==> config.mk <==
export PLATFORM = sky130hd
export DESIGN_NAME = axil_cmd_ctrl
export DESIGN_NICKNAME = d
export VERILOG_FILES = /design/src/rtl/axil_cmd_pkg.sv /design/src/rtl/led_pattern_gen.sv /design/src/rtl/axil_cmd_ctrl.sv
export SDC_FILE = /design/constraint.sdc
export NUM_CORES = 1
export LEC_CHECK = 0
export ABC_AREA = 1
export BUFFER_PORTS_ARGS = -buffer_cell sky130_fd_sc_hd__buf_4
export CORE_MARGIN = 1.5
export CORE_UTILIZATION = 65
export CTS_BUF_LIST = sky130_fd_sc_hd__clkbuf_4 sky130_fd_sc_hd__clkbuf_8 sky130_fd_sc_hd__clkbuf_16
export CTS_CLUSTER_DIAMETER = 100
export DETAILED_ROUTE_END_ITERATION = 12
export PLACE_DENSITY = 0.95
export SLEW_MARGIN = 20
export SYNTH_ARGS = -nofsm -noshare
export SYNTH_HDL_FRONTEND = slang
export SYNTH_SLANG_ARGS = --single-unit
==> constraint.sdc <==
create_clock -name usr_clk -period 7.55 [get_ports usr_clk]
set_clock_uncertainty 0.05 [all_clocks]
set_input_delay 0.3775 -clock usr_clk [delete_from_list [all_inputs] [get_ports usr_clk]]
set_output_delay 0.3775 -clock usr_clk [all_outputs]
set_load 0.1 [all_outputs]
==> src/rtl/axil_cmd_pkg.sv <==
// ---------------------------------------------------------------------------
// axil_cmd_pkg
// Shared definitions for the AXI4-Lite command controller:
//   - command magic words written to the CMD register
//   - register byte offsets
//   - AXI write response codes
//   - write-channel FSM state and LED mode enumerations
// ---------------------------------------------------------------------------
package axil_cmd_pkg;

  // Command words accepted at the CMD register
  localparam logic [31:0] CMD_LED_ON    = 32'h1234abcd;
  localparam logic [31:0] CMD_LED_OFF   = 32'h0011aabb;
  localparam logic [31:0] CMD_LED_BLINK = 32'h5a5a0001;
  localparam logic [31:0] CMD_STOP      = 32'h11223344;

  // Register offsets (byte addresses)
  localparam logic [11:0] REG_CMD          = 12'h000;
  localparam logic [11:0] REG_BLINK_PERIOD = 12'h004;

  // Write response codes
  localparam logic [1:0] BRESP_OKAY   = 2'b00;
  localparam logic [1:0] BRESP_SLVERR = 2'b10;

  // Write-channel FSM
  typedef enum logic [1:0] {
    ST_IDLE = 2'd0,
    ST_EXEC = 2'd1,
    ST_RESP = 2'd2
  } axi_state_t;

  // LED behaviour
  typedef enum logic [1:0] {
    LED_OFF   = 2'd0,
    LED_ON    = 2'd1,
    LED_BLINK = 2'd2
  } led_mode_t;

endpackage

==> src/rtl/led_pattern_gen.sv <==
// ---------------------------------------------------------------------------
// led_pattern_gen
// Drives the board LED from the current LED mode. In BLINK mode a counter
// runs 0..period-1 and the LED toggles on the cycle the counter wraps.
//
// Ports:
//   i_clk, i_rst   clock, asynchronous active-high reset
//   i_load         one-cycle strobe: a new mode command is being applied
//   i_load_mode    mode carried by that command
//   i_mode         currently active mode (registered in the parent)
//   i_period       programmed blink period (always >= 1)
//   o_led          registered LED drive
// ---------------------------------------------------------------------------
module led_pattern_gen
  import axil_cmd_pkg::*;
#(
  parameter int unsigned BLINK_W = 24
) (
  input  logic               i_clk,
  input  logic               i_rst,
  input  logic               i_load,
  input  led_mode_t          i_load_mode,
  input  led_mode_t          i_mode,
  input  logic [BLINK_W-1:0] i_period,
  output logic               o_led
);

  logic [BLINK_W-1:0] r_cnt;
  // Period in use by the running pattern; the programmed value is only
  // picked up on BLINK entry and at each wrap, so a rewrite mid-period
  // never truncates or stretches the current half-cycle.
  logic [BLINK_W-1:0] r_period_cur;
  logic               r_led;
  logic               w_wrap;

  assign w_wrap = (r_cnt == (r_period_cur - BLINK_W'(1)));
  assign o_led  = r_led;

  always_ff @(posedge i_clk or posedge i_rst) begin
    if (i_rst) begin
      r_cnt        <= '0;
      r_period_cur <= BLINK_W'(1);
      r_led        <= 1'b0;
    end else if (i_load) begin
      case (i_load_mode)
        LED_ON: begin
          r_led <= 1'b1;
        end
        LED_BLINK: begin
          // Every BLINK command restarts the pattern from a lit LED.
          r_led        <= 1'b1;
          r_cnt        <= '0;
          r_period_cur <= i_period;
        end
        default: begin
          r_led <= 1'b0;
        end
      endcase
    end else if (i_mode == LED_BLINK) begin
      if (w_wrap) begin
        r_cnt        <= '0;
        r_led        <= ~r_led;
        r_period_cur <= i_period;
      end else begin
        r_cnt <= r_cnt + BLINK_W'(1);
      end
    end
  end

endmodule

==> src/rtl/axil_cmd_ctrl.sv <==
// ---------------------------------------------------------------------------
// axil_cmd_ctrl
// AXI4-Lite write-only slave that decodes host command words, programs the
// LED blink period and runs the stop request / acknowledge handshake.
//
// Ports:
//   usr_clk, usr_rst                  clock, asynchronous active-high reset
//   s_axil_aw{valid,ready,addr}       write address channel
//   s_axil_w{valid,ready,data,strb}   write data channel
//   s_axil_b{valid,ready,resp}        write response channel
//   stop_ack                          user logic acknowledges stop_req
//   led0                              LED drive
//   stop_req                          stop requested, awaiting ack
//   stop                              sticky stopped flag
//   busy                              a write transaction is in flight
// ---------------------------------------------------------------------------
module axil_cmd_ctrl
  import axil_cmd_pkg::*;
#(
  parameter int unsigned        ADDR_W    = 12,
  parameter int unsigned        BLINK_W   = 24,
  parameter logic [BLINK_W-1:0] BLINK_DEF = 24'd8
) (
  input  logic              usr_clk,
  input  logic              usr_rst,
  input  logic              s_axil_awvalid,
  output logic              s_axil_awready,
  input  logic [ADDR_W-1:0] s_axil_awaddr,
  input  logic              s_axil_wvalid,
  output logic              s_axil_wready,
  input  logic [31:0]       s_axil_wdata,
  input  logic [3:0]        s_axil_wstrb,
  output logic              s_axil_bvalid,
  input  logic              s_axil_bready,
  output logic [1:0]        s_axil_bresp,
  input  logic              stop_ack,
  output logic              led0,
  output logic              stop_req,
  output logic              stop,
  output logic              busy
);

  axi_state_t         r_state, w_state_next;
  logic               r_aw_cap, r_w_cap;
  logic               w_aw_cap_next, w_w_cap_next;
  logic [ADDR_W-1:0]  r_awaddr;
  logic [31:0]        r_wdata;
  logic [3:0]         r_wstrb;
  logic               r_awready, r_wready, r_bvalid, r_busy;
  logic [1:0]         r_bresp;
  led_mode_t          r_led_mode;
  logic [BLINK_W-1:0] r_period;
  logic               r_stop_req, r_stop;

  logic               w_aw_hs, w_w_hs, w_b_hs, w_exec;
  logic [1:0]         w_bresp_next;
  logic               w_mode_load;
  led_mode_t          w_mode_new;
  logic               w_stop_set;
  logic               w_period_wr;
  logic [31:0]        w_period_ext;
  logic [31:0]        w_period_merge;
  logic [BLINK_W-1:0] w_period_new;
  logic               w_unused_period_hi;
  logic               w_led;

  assign w_aw_hs = s_axil_awvalid & r_awready;
  assign w_w_hs  = s_axil_wvalid & r_wready;
  assign w_b_hs  = r_bvalid & s_axil_bready;
  assign w_exec  = (r_state == ST_EXEC);

  // -------------------------------------------------------------------------
  // Write-channel FSM
  // -------------------------------------------------------------------------
  always_ff @(posedge usr_clk or posedge usr_rst) begin
    if (usr_rst) begin
      r_state <= ST_IDLE;
    end else begin
      r_state <= w_state_next;
    end
  end

  always_comb begin
    w_state_next  = r_state;
    w_aw_cap_next = r_aw_cap;
    w_w_cap_next  = r_w_cap;
    if (w_aw_hs) begin
      w_aw_cap_next = 1'b1;
    end
    if (w_w_hs) begin
      w_w_cap_next = 1'b1;
    end
    case (r_state)
      ST_IDLE: begin
        // Both halves must already be registered, so EXEC always sees
        // stable address and data regardless of arrival order.
        if (r_aw_cap && r_w_cap) begin
          w_state_next = ST_EXEC;
        end
      end
      ST_EXEC: begin
        w_state_next = ST_RESP;
      end
      ST_RESP: begin
        if (w_b_hs) begin
          w_state_next  = ST_IDLE;
          w_aw_cap_next = 1'b0;
          w_w_cap_next  = 1'b0;
        end
      end
      default: begin
        w_state_next = ST_IDLE;
      end
    endcase
  end

  // Handshake outputs are registered from the next-state view so they are
  // correct on the very edge the state changes.
  always_ff @(posedge usr_clk or posedge usr_rst) begin
    if (usr_rst) begin
      r_aw_cap  <= 1'b0;
      r_w_cap   <= 1'b0;
      r_awaddr  <= '0;
      r_wdata   <= '0;
      r_wstrb   <= '0;
      r_awready <= 1'b0;
      r_wready  <= 1'b0;
      r_bvalid  <= 1'b0;
      r_busy    <= 1'b0;
      r_bresp   <= BRESP_OKAY;
    end else begin
      r_aw_cap  <= w_aw_cap_next;
      r_w_cap   <= w_w_cap_next;
      r_awready <= (w_state_next == ST_IDLE) && !w_aw_cap_next;
      r_wready  <= (w_state_next == ST_IDLE) && !w_w_cap_next;
      r_bvalid  <= (w_state_next == ST_RESP);
      r_busy    <= (w_state_next != ST_IDLE);
      if (w_aw_hs) begin
        r_awaddr <= s_axil_awaddr;
      end
      if (w_w_hs) begin
        r_wdata <= s_axil_wdata;
        r_wstrb <= s_axil_wstrb;
      end
      // bresp is only written in EXEC, so it holds through RESP back-pressure.
      if (w_exec) begin
        r_bresp <= w_bresp_next;
      end
    end
  end

  // -------------------------------------------------------------------------
  // Register decode (consumed only during EXEC)
  // -------------------------------------------------------------------------
  always_comb begin
    w_bresp_next = BRESP_OKAY;
    w_mode_load  = 1'b0;
    w_mode_new   = r_led_mode;
    w_stop_set   = 1'b0;
    w_period_wr  = 1'b0;
    if (r_awaddr == ADDR_W'(REG_CMD)) begin
      // Command words are only meaningful as a whole 32-bit write.
      if (r_wstrb != 4'hF) begin
        w_bresp_next = BRESP_SLVERR;
      end else begin
        case (r_wdata)
          CMD_LED_ON: begin
            w_mode_load = 1'b1;
            w_mode_new  = LED_ON;
          end
          CMD_LED_OFF: begin
            w_mode_load = 1'b1;
            w_mode_new  = LED_OFF;
          end
          CMD_LED_BLINK: begin
            w_mode_load = 1'b1;
            w_mode_new  = LED_BLINK;
          end
          CMD_STOP: begin
            w_stop_set = !r_stop_req && !r_stop;
          end
          default: begin
            w_mode_load = 1'b0;
          end
        endcase
      end
    end else if (r_awaddr == ADDR_W'(REG_BLINK_PERIOD)) begin
      w_period_wr = 1'b1;
    end else begin
      w_bresp_next = BRESP_SLVERR;
    end
  end

  // Byte-strobe merge of the period register against its current value
  always_comb begin
    w_period_ext                = '0;
    w_period_ext[BLINK_W-1:0]   = r_period;
  end

  for (genvar gi = 0; gi < 4; gi++) begin : g_strb
    assign w_period_merge[8*gi +: 8] = r_wstrb[gi] ? r_wdata[8*gi +: 8]
                                                   : w_period_ext[8*gi +: 8];
  end

  // A zero period would never wrap; clamp it to the fastest legal rate.
  assign w_period_new = (w_period_merge[BLINK_W-1:0] == '0) ? BLINK_W'(1)
                                                            : w_period_merge[BLINK_W-1:0];
  // Bits above BLINK_W are accepted on the bus but not stored.
  assign w_unused_period_hi = ^w_period_merge;

  // -------------------------------------------------------------------------
  // Control registers and stop handshake
  // -------------------------------------------------------------------------
  always_ff @(posedge usr_clk or posedge usr_rst) begin
    if (usr_rst) begin
      r_led_mode <= LED_OFF;
      r_period   <= BLINK_DEF;
      r_stop_req <= 1'b0;
      r_stop     <= 1'b0;
    end else begin
      if (w_exec && w_mode_load) begin
        r_led_mode <= w_mode_new;
      end
      if (w_exec && w_period_wr) begin
        r_period <= w_period_new;
      end
      // The set path requires r_stop_req == 0 and the ack path requires it
      // set, so the two never act in the same cycle; an ack arriving with
      // the stop command's EXEC is therefore dropped.
      if (w_exec && w_stop_set) begin
        r_stop_req <= 1'b1;
      end else if (stop_ack && r_stop_req) begin
        r_stop_req <= 1'b0;
        r_stop     <= 1'b1;
      end
    end
  end

  led_pattern_gen #(
    .BLINK_W (BLINK_W)
  ) u_led_pattern_gen (
    .i_clk       (usr_clk),
    .i_rst       (usr_rst),
    .i_load      (w_exec && w_mode_load),
    .i_load_mode (w_mode_new),
    .i_mode      (r_led_mode),
    .i_period    (r_period),
    .o_led       (w_led)
  );

  assign s_axil_awready = r_awready;
  assign s_axil_wready  = r_wready;
  assign s_axil_bvalid  = r_bvalid;
  assign s_axil_bresp   = r_bresp;
  assign led0           = w_led;
  assign stop_req       = r_stop_req;
  assign stop           = r_stop;
  assign busy           = r_busy;

endmodule

==> results of run 1 <==
[per-stage QoR]
| step | util, % | setup slack, ns | std cells | power [mW] | area [µm²] |
|---|---|---|---|---|---|
| floorplan | - | 3.54 | 1033 | 1.40 | 7750 |
| global placement | 71.3 | 4.69 | 1202 | 1.56 | 8210 |
| detailed placement | 71.3 | 4.59 | 1202 | 1.58 | 8210 |
| CTS | 76.4 | 4.54 | 1234 | 2.39 | 8800 |
| global route | 76.4 | 4.19 | 1234 | 2.52 | 8800 |
| finish | 76.4 | 4.41 | 1234 | 2.41 | 8800 |
[registers in the layout (all words and copies together), names as in the netlist]
name / cells
busy: 1
r_aw_cap: 1
r_awaddr: 12
r_led_mode: 2
r_period: 24
r_state: 2
r_w_cap: 1
r_wdata: 32
r_wstrb: 4
s_axil_awready: 1
s_axil_bresp: 1
s_axil_bvalid: 1
s_axil_wready: 1
stop: 1
stop_req: 1
u_led_pattern_gen.o_led: 1
u_led_pattern_gen.r_cnt: 24
u_led_pattern_gen.r_period_cur: 24
[synth_stat cells (14+ instances only)]
library cell,n,area [µm²]
nand3b_1,14,105
a21oi_1,40,200
nor3_1,30,150
nand3_1,65,325
o21ai_0,68,340
nor2_1,127,477
nand4_1,39,244
nand2_1,256,961
xor2_1,38,333
dfrtp_1,132,3300
inv_1,103,387
clkbuf_1,20,75.1
[worst max-delay path, delay by kind of cell (launching register included)]
kind                   cells  cell delay, ns
AND/OR/NAND/NOR           12            2.20
flip-flops                 1            0.38
buffers and inverters      2            0.35
[path summary, 6_finish.rpt]
path	end	cells past startpoint	start	slack, ns
worst max-delay path	u_led_pattern_gen.r_period_cur[14]	14	r_wdata[24]	4.41
worst min-delay path	u_led_pattern_gen.r_cnt[7]	2	usr_rst	0.04
worst max register to register	u_led_pattern_gen.r_period_cur[14]	14	r_wdata[24]	4.41
worst min register to register	r_state[0]	1	r_state[0]	0.40
max in group asynchronous	r_awaddr[1]	3	usr_rst	6.01
min in group usr_clk	stop_req	2	stop_ack	0.09
[cell usage in the layout (no fill, tap or decap), types with 30 or more instances in the layout]
cell type	count
nand2_1	255
dfrtp_1	132
nor2_1	127
inv_1	102
o21ai_0	68
nand3_1	65
buf_4	63
a21oi_1	40
nand4_1	39
xor2_1	38
nor3_1	30
[report_power, final]
part | internal, mW | switching, mW
sequential | 0.860 | 0.131
clock | 0.454 | 0.361
combinational | 0.185 | 0.418
[cells by family (layout without fill, tap and decap cells)]
| kind of cell | after synthesis | count (layout) | share of synthesized area (%) |
|---|---|---|---|
| AO/OA/AOI/OAI | 120 | 120 | 7.81 |
| XOR/XNOR | 48 | 48 | 5.42 |
| adder cells (fa/ha/maj) | 3 | 3 | 0.484 |
| buffers and inverters | 145 | 203 | 7.78 |
| flip-flops | 134 | 134 | 43.3 |
| multiplexers | 13 | 13 | 1.86 |
| other | 1 | 1 | 0.0484 |
| AND/OR/NAND/NOR | 569 | 569 | 33.3 |
[layout make-up]
class                           instances  area, µm²  area share, %
Clock buffer                           19        453           5.15
Inverter                              108        410           4.66
Timing Repair Buffer                   63        473           5.37
Tap cell                              143        179           2.03
Sequential cell                       134       3360           38.1
Multi-Input combinational cell        754       3800           43.2
Clock inverter                         13        130           1.48
[metal layers]
metal	wire length (µm)	global-route usage, %
met4	882	16.9
met5	0	0
met3	1410	8.15
met2	9520	55.3
met1	7960	40.3
==> metrics.cfg, run 1 <==
[synthesis]
syn_area_per_cell_um2=7.50
syn_inst=1033
ys_seq_area_share_pct=43.3
ys_async_sr_fraction_pct=100
synth_enable_flop_cells=0
ys.flop_type=dfrtp_1
yosys_warnings=0
syn_nets=1090
synth_area_um2=7750
synth.distinct_cells=42
ys_ff_latch=134

[setup_path]
path_max_fanout=27
slowest_delay_ns=0.65
critPathArrivalTime_ns=3.41
cp_slowest_cell=nand4_2
worst_setup_path_start_kind=flip-flop
path_cells=inv_1 > nand2_1 > nor3_1 > nand2_1 > nor2_1 > nand2_1 > nand3_1 > nand4_2 > inv_1 > nand2_1 > nand2_4 > nand2_4 > nand2_1 > nand2_1
worst_setup_path_end_kind=flip-flop
crit_type=reg -> reg
required_ns=7.82
crit_path_frequent_cell=nand2_1

[cts]
cts_buffers=17
cts_setup_buffers=0
clkSlewWorstSetupHoldPaths_ns=0.06
clock_latency_ns=0.44
cts_resized=0
root_buffer=clkbuf_16
clock_path_buffers=2
hold_buffers=0
h-tree-depth=4
clock-sinks=134
cts_tree=yes

[final_layout]
drive_above_1_share_pct=12.8
antennaDiodeCount=0
syn_to_final_growth_pct=13.5
nNetsFinal=1135
fillers=794

[die]
start_util_pct=67.3
die_x_um=112
coreArea_um2=11500
dieHeight_um=112
dieArea_um2=12600
core.rowCount=39
ios=63

[grt]
grt_max_degree=76
antenna_found_initial=0
grt_pass1_vias=6946
grt_pass1_wl_um=32900
grt_overflow=0
track_usage_pct=33.1

[sta]
setup_violations=0
fmax_ghz=0.319
grt_setup_unrepaired=no
fin_crit_sh_pct=41.6
fin_crit_ns=3.14
maxSlewHeadroom_pct=38.0
final_hold_viol_count=0
worstMarginPinSlew_ns=0.930
fin_hold_ws_ns=0.0416
setup-tns-final_ns=0
slew_viol_final=0

[route]
dr.pass1.iters=5
wirelength_um=19800
drtIter0Drc=739
drc=0
wl_per_cell_um=16.0
num_vias=7237
vias_per_cell=5.86
ant_nets=0

[pwr]
p_leak_nw=4.41
p_per_area_nw_per_um2=274
peakVddDrop_mv=0.315

[placed_design]
gp_congestion=1.01
dp_hpwl_um=13600
portBuffers=61

[outcome]
status=finished clean

[hold_path]
hp-class=in -> async

[flow_run]
drv_cap=0

Power figures use the tool's default switching activity.
==> run 2: changes to the inputs <==
- CORE_UTILIZATION: 65 -> 61
- PLACE_DENSITY: 0.95 -> 0.91
- clock period: 7.55 -> 2.9 ns (I/O delays scaled with it)
==> metrics.cfg, run 2 (synthesis gave the netlist of run 1 again) <==
[outcome]
status=finished clean  ; unchanged

[grt]
globalRouteMet2Util_pct=65.3  ; was 55.3%
grt_overflow=0  ; unchanged
grt_pass1_vias=7971  ; was 6946
grt_max_degree=43  ; was 76
antenna_found_initial=0  ; unchanged
grt_pass1_wl_um=39000  ; was 32900 µm
grt_use_met1_pct=42.1  ; was 40.3%
busiest_layer=met2  ; unchanged
track_usage_pct=38.4  ; was 33.1%
use_met3_pct=10.9  ; was 8.15%

[setup_path]
critPathArrivalTime_ns=3.02  ; was 3.41 ns
path_cells=inv_1 > nand2_1 > nor3_1 > nand2_1 > nor2_4 > nand3_1 > nand3_2 > o21ai_0 > ha_1 > nand3b_1 > nand2_4 > inv_6 > nand4_1 > o21ai_0  ; was inv_1 > nand2_1 > nor3_1 > nand2_1 > nor2_1 > nand2_1 > nand3_1 > nand4_2 > inv_1 > nand2_1 > nand2_4 > nand2_4 > nand2_1 > nand2_1
crit_type=reg -> reg  ; unchanged
required_ns=3.16  ; was 7.82 ns
path_delay_family=simple AND/OR/NAND/NOR gates  ; unchanged
worst_setup_path_end_kind=flip-flop  ; unchanged
path_max_fanout=26  ; was 27
cp_slowest_cell=dfrtp_1  ; was nand4_2
cp_num_buf_inv=2  ; unchanged
worst_setup_path_start_kind=flip-flop  ; unchanged
slowest_delay_ns=0.39  ; was 0.65 ns

[die]
coreArea_um2=12200  ; was 11500 µm²
die_x_um=116  ; was 112 µm
start_util_pct=63.5  ; was 67.3%
dieHeight_um=116  ; was 112 µm
core.rowCount=40  ; was 39
dieArea_um2=13400  ; was 12600 µm²
ios=63  ; unchanged

[pwr]
power_mw=6.67  ; was 2.41 mW
p_per_area_nw_per_um2=703  ; was 274 nW/µm²
p_leak_nw=4.69  ; was 4.41 nW
peakVddDrop_mv=1.06  ; was 0.315 mV

[cts]
cts_tree=yes  ; unchanged
clock_latency_ns=0.44  ; about the same
root_buffer=clkbuf_16  ; unchanged
clock-sinks=134  ; unchanged
clock_path_buffers=2  ; unchanged
cts_buffers=17  ; unchanged
h-tree-depth=4  ; unchanged
clkSlewWorstSetupHoldPaths_ns=0.07  ; was 0.06 ns

[route]
dr.pass1.iters=6  ; was 5
num_vias=7840  ; was 7237
drtIter0Drc=758  ; was 739
ant_nets=0  ; unchanged
drc=0  ; unchanged
wirelength_um=23800  ; was 19800 µm
vias_per_cell=5.91  ; was 5.86
wl_per_cell_um=17.9  ; was 16.0 µm

[final_layout]
post-route-util_pct=77.7  ; was 76.4%
regMostFlops=r_wdata  ; unchanged
final_common_cell=nand2_1  ; unchanged
antennaDiodeCount=0  ; unchanged
largest_reg_flops=32  ; unchanged
final_cell_mix=nand2_1, dfrtp_1, nor2_1, inv_1, buf_4  ; was nand2_1, dfrtp_1, nor2_1, inv_1, o21ai_0
nNetsFinal=1202  ; was 1135
drive_above_1_share_pct=13.5  ; was 12.8%
syn_to_final_growth_pct=22.4  ; was 13.5%

[placed_design]
gp_congestion=0.943  ; was 1.01
dp_hpwl_um=14100  ; was 13600 µm
dp_slack_ns=0.195  ; was 4.59 ns
portBuffers=61  ; unchanged

[sta]
maxSlewHeadroom_pct=41.4  ; was 38.0%
final_hold_viol_count=0  ; unchanged
worst_slack_ns=0.139  ; was 4.41 ns
fin_crit_sh_pct=95.2  ; was 41.6%
worstMarginPinSlew_ns=0.877  ; was 0.930 ns
setup_violations=0  ; unchanged
slew_viol_final=0  ; unchanged
fmax_ghz=0.362  ; was 0.319 GHz
fin_crit_ns=2.76  ; was 3.14 ns
setup-tns-final_ns=0  ; unchanged

[hold_path]
hp-class=in -> reg  ; was in -> async

[flow_run]
drv_cap=0  ; unchanged

==> run 2: changes by cell type in the layout (fill, tap and decap cells not counted), moves of 2 or more <==
cell and change:
clkinv_4 +2, dlygate4sd3_1 +52, clkbuf_8 -2, inv_4 -2
buf_4 +14
==> run 2: tightest hold or removal path, cell delays in order <==
cell,delay [ns]
buf_4,0.12
a21oi_1,0.14
nor2_1,0.10
==> run 2: report_power, final <==
part	switching [mW]	leakage (nW)	internal, mW
clock network	0.954	0.290	1.22
registers	0.383	1.70	2.24
logic	1.32	2.70	0.562
total	2.65	4.69	4.02
==> run 2: timing repair <==
action,in CTS,in global routing
hold endpoints to repair,83,0
endpoints found under the setup margin,0,43
setup buffers,0,4
resized for setup,0,3
hold buffers,52,0
==> run 2: path summary, 6_finish.rpt <==
check	to	depth (start not counted)	slack (ns)	from
max in group asynchronous	u_led_pattern_gen.r_cnt[3]	4	1.61	usr_rst
setup / recovery	u_led_pattern_gen.r_cnt[19]	14	0.14	r_awaddr[5]
hold reg to reg	u_led_pattern_gen.r_period_cur[0]	2	0.43	u_led_pattern_gen.r_period_cur[0]
hold / removal	r_w_cap	3	0.06	s_axil_wvalid
setup reg to reg	u_led_pattern_gen.r_cnt[19]	14	0.14	r_awaddr[5]
min in group asynchronous	u_led_pattern_gen.r_period_cur[4]	3	0.39	usr_rst
==> run 2: metal layers <==
metal	part of all wire, %	vias to the layer above	wire length [µm]
met4	6.9	0	1640
met1	37	3594	8910
met5	0	-	0
li1	-	3576	-
met2	48	511	11300
met3	8.2	159	1940
==> run 2: metrics by stage <==
step / hold slack, ns / std cells / instance area, µm²
2_1_floorplan: 0.191 / 1033 / 7760
3_3_place_gp: 0.285 / 1238 / 8340
3_5_place_dp: 0.293 / 1238 / 8340
4_1_cts: 0.0151 / 1322 / 9450
5_1_grt: 0.0771 / 1326 / 9490
6_report: 0.0623 / 1326 / 9490
==> run 2: area by class of cell <==
type	instances	area [µm²]
Clock buffer	17	425
Clock inverter	15	159
Fill cell	818	2720
Inverter	108	414
Multi-Input combinational cell	754	3810
Sequential cell	134	3360
Tap cell	168	210
Timing Repair Buffer	130	1120
==> run 3: changes to the inputs <==
- ABC_AREA: 1 -> unset
- CORE_UTILIZATION: 61 -> 60
- PLACE_DENSITY: 0.91 -> 0.9
==> metrics.cfg, run 3 <==
[synthesis]
yosys_warnings=0  ; unchanged
syn_area_per_cell_um2=10.9  ; was 7.50 µm²
syn_nets=710  ; was 1090
synth.area.top_cells=dfrtp_1, mux2_2, mux2_4  ; was dfrtp_1, nand2_1, nor2_1
ys_seq_area_share_pct=47.1  ; was 43.3%
ys_async_sr_fraction_pct=100  ; unchanged
yosysTopAreaCell=dfrtp_1  ; unchanged
synth.distinct_cells=71  ; was 42
synth.most_common_cell=dfrtp_1  ; was nand2_1
ys_ff_latch=134  ; unchanged
ys.flop_type=dfrtp_1  ; unchanged
yosys-top-cells-count=dfrtp_1, mux2_2, nand2_1, nand3_1, nor2_1  ; was nand2_1, dfrtp_1, nor2_1, inv_1, o21ai_0
synth.top_cell.area_share_pct=46.3  ; was 42.6%
synth_area_um2=7130  ; was 7750 µm²
syn_inst=653  ; was 1033
synth_enable_flop_cells=0  ; unchanged

[placed_design]
dp.cells=920  ; was 1238
portBuffers=61  ; unchanged
gp_congestion=0.984  ; was 0.943
dp_hpwl_um=14100  ; about the same

[route]
num_vias=7327  ; was 7840
drc=0  ; unchanged
drtIter0Drc=1188  ; was 758
ant_nets=0  ; unchanged
vias_per_cell=7.18  ; was 5.91
wirelength_um=29600  ; was 23800 µm
dr.pass1.iters=6  ; unchanged
wl_per_cell_um=29.0  ; was 17.9 µm

[cts]
h-tree-depth=4  ; unchanged
clock_path_buffers=2  ; unchanged
clock_latency_ns=0.43  ; was 0.44 ns
clkSlewWorstSetupHoldPaths_ns=0.07  ; about the same
cts_tree=yes  ; unchanged
root_buffer=clkbuf_16  ; unchanged
cts_buffers=17  ; unchanged
clock-sinks=134  ; unchanged

[sta]
worstMarginPinSlew_ns=1.02  ; was 0.877 ns
fin_crit_sh_pct=121  ; was 95.2%
fin_crit_ns=3.52  ; was 2.76 ns
final_hold_viol_count=0  ; unchanged
slew_viol_final=0  ; unchanged
worst_slack_ns=-0.623  ; was 0.139 ns
setup_violations=51  ; was 0
fmax_ghz=0.284  ; was 0.362 GHz
grt_setup_unrepaired=yes
maxSlewHeadroom_pct=31.6  ; was 41.4%

[die]
dieHeight_um=112  ; was 116 µm
ios=63  ; unchanged
die_x_um=112  ; was 116 µm
dieArea_um2=12500  ; was 13400 µm²
start_util_pct=61.9  ; was 63.5%
coreArea_um2=11500  ; was 12200 µm²
core.rowCount=39  ; was 40

[setup_path]
path_max_fanout=8  ; was 26
critPathArrivalTime_ns=3.77  ; was 3.02 ns
crit_type=reg -> reg  ; unchanged
worst_setup_path_end_kind=flip-flop  ; unchanged
worst_setup_path_start_kind=flip-flop  ; unchanged
required_ns=3.15  ; was 3.16 ns

[outcome]
violations=setup timing
status=complete, but fails checks  ; was finished clean

[final_layout]
drive_above_1_share_pct=41.6  ; was 13.5%
final_cell_mix=buf_4, dfrtp_1, mux2_2, nand2_1, dlygate4sd3_1  ; was nand2_1, dfrtp_1, nor2_1, inv_1, buf_4
final_common_cell=buf_4  ; was nand2_1
antennaDiodeCount=0  ; unchanged
largest_reg_flops=32  ; unchanged
stdcell_count=1021  ; was 1326
regMostFlops=r_wdata  ; unchanged
nNetsFinal=922  ; was 1202
syn_to_final_growth_pct=40.9  ; was 22.4%

[pwr]
p_per_area_nw_per_um2=695  ; was 703 nW/µm²
peakVddDrop_mv=0.969  ; was 1.06 mV
p_leak_nw=4.53  ; was 4.69 nW
power_mw=6.99  ; was 6.67 mW

[grt]
grt_pass1_wl_um=41700  ; was 39000 µm
grt_overflow=0  ; unchanged
track_usage_pct=44.1  ; was 38.4%
grt_max_degree=75  ; was 43
grt_pass1_vias=7278  ; was 7971
antenna_found_initial=2  ; was 0

[hold_path]
hp-class=in -> reg  ; unchanged

[flow_run]
drv_cap=0  ; unchanged

==> run 3: cell count changes in the layout (fill, tap and decap cells not counted), moves of 29 or more <==
cell / previous run / this run
o21ai_0: 68 / 17
nand2_1: 255 / 58
mux2_2: 11 / 68
nor2_1: 127 / 25
inv_1: 102 / 9
buf_4: 77 / 160
nand3_1: 65 / 36
a21oi_1: 40 / 8
==> run 3: final timing paths <==
path | startpoint | endpoint | slack [ns] | depth (start not counted)
max in group asynchronous | usr_rst | u_led_pattern_gen.o_led | 1.53 | 4
hold / removal | s_axil_awvalid | r_aw_cap | 0.13 | 3
setup / recovery | r_wdata[22] | u_led_pattern_gen.r_period_cur[15] | -0.62 | 11
setup reg to reg | r_wdata[22] | u_led_pattern_gen.r_period_cur[15] | -0.62 | 11
hold reg to reg | stop | stop | 0.49 | 1
min in group asynchronous | usr_rst | r_wdata[0] | 0.39 | 3
==> run 3: area by class of cell <==
type                       count  area, µm²
multi-input combinational    478       3940
sequential                   134       3360
timing repair buffer         224       1950
fill                         478       1470
clock buffer                  17        425
tap                          143        179
clock inverter                15        160
inverter                      10       41.3
==> run 3: logic make-up after synthesis <==
family          synth area share [%]
simple gates                    20.3
flops                           47.1
compound gates                  9.93
mux                             15.7
buf+inv                         2.90
xor+xnor                        3.56
fa+ha+maj                      0.526
other cells                   0.0526
==> run 3: what timing repair did <==
action / CTS / global route
pin swaps: 25 / 14
hold endpoints to repair: 87 / 0
cloned: 3 / 0
hold buffers: 51 / 0
buffers inserted: 12 / 7
gates resized for setup: 50 / 32
endpoints found under the setup margin: 49 / 54
==> run 3: where the power goes <==
group          internal (mW)  switching [mW]  leakage, nW  total [mW]
registers               2.27           0.521         1.75        2.79
clock network           1.22           0.983        0.277        2.21
logic                  0.814            1.17         2.50        1.99
total                   4.31            2.68         4.53        6.99
==> run 3: per-layer routing <==
layer | vias up | track usage (%) | share of wire [%]
met1 | 3419 | 50.7 | 33
met4 | 2 | 25.4 | 10
met3 | 312 | 11.9 | 12
li1 | 2862 | - | -
met2 | 732 | 74.8 | 45
met5 | - | 0 | 0.041
==> run 3: per-stage QoR <==
step                      cell area (µm²)  TNS [ns]  setup slack, ns  utilization (%)  hold slack, ns
after floorplan                      7170    -14.14           -0.404                -           0.191
after CTS                            9850    -20.08           -0.492             85.5          0.0288
after global placement               8370    -19.11           -0.431             72.7           0.250
after detailed placement             8370    -22.54           -0.520             72.7           0.257
final                               10000    -26.35           -0.623             87.3           0.135
after global routing                10000    -30.78           -0.716             87.3           0.152
==> run 3: worst max-delay path, stage by stage (launching register included) <==
cell      delay (ns)
dfrtp_1         0.44
nor3_1          0.51
nand4_1         0.35
nor3_1          0.49
nand3_1         0.23
nand3b_1        0.22
a21boi_2        0.27
buf_4           0.18
nor2_8          0.04
buf_12          0.14
buf_16          0.14
mux2_4          0.32
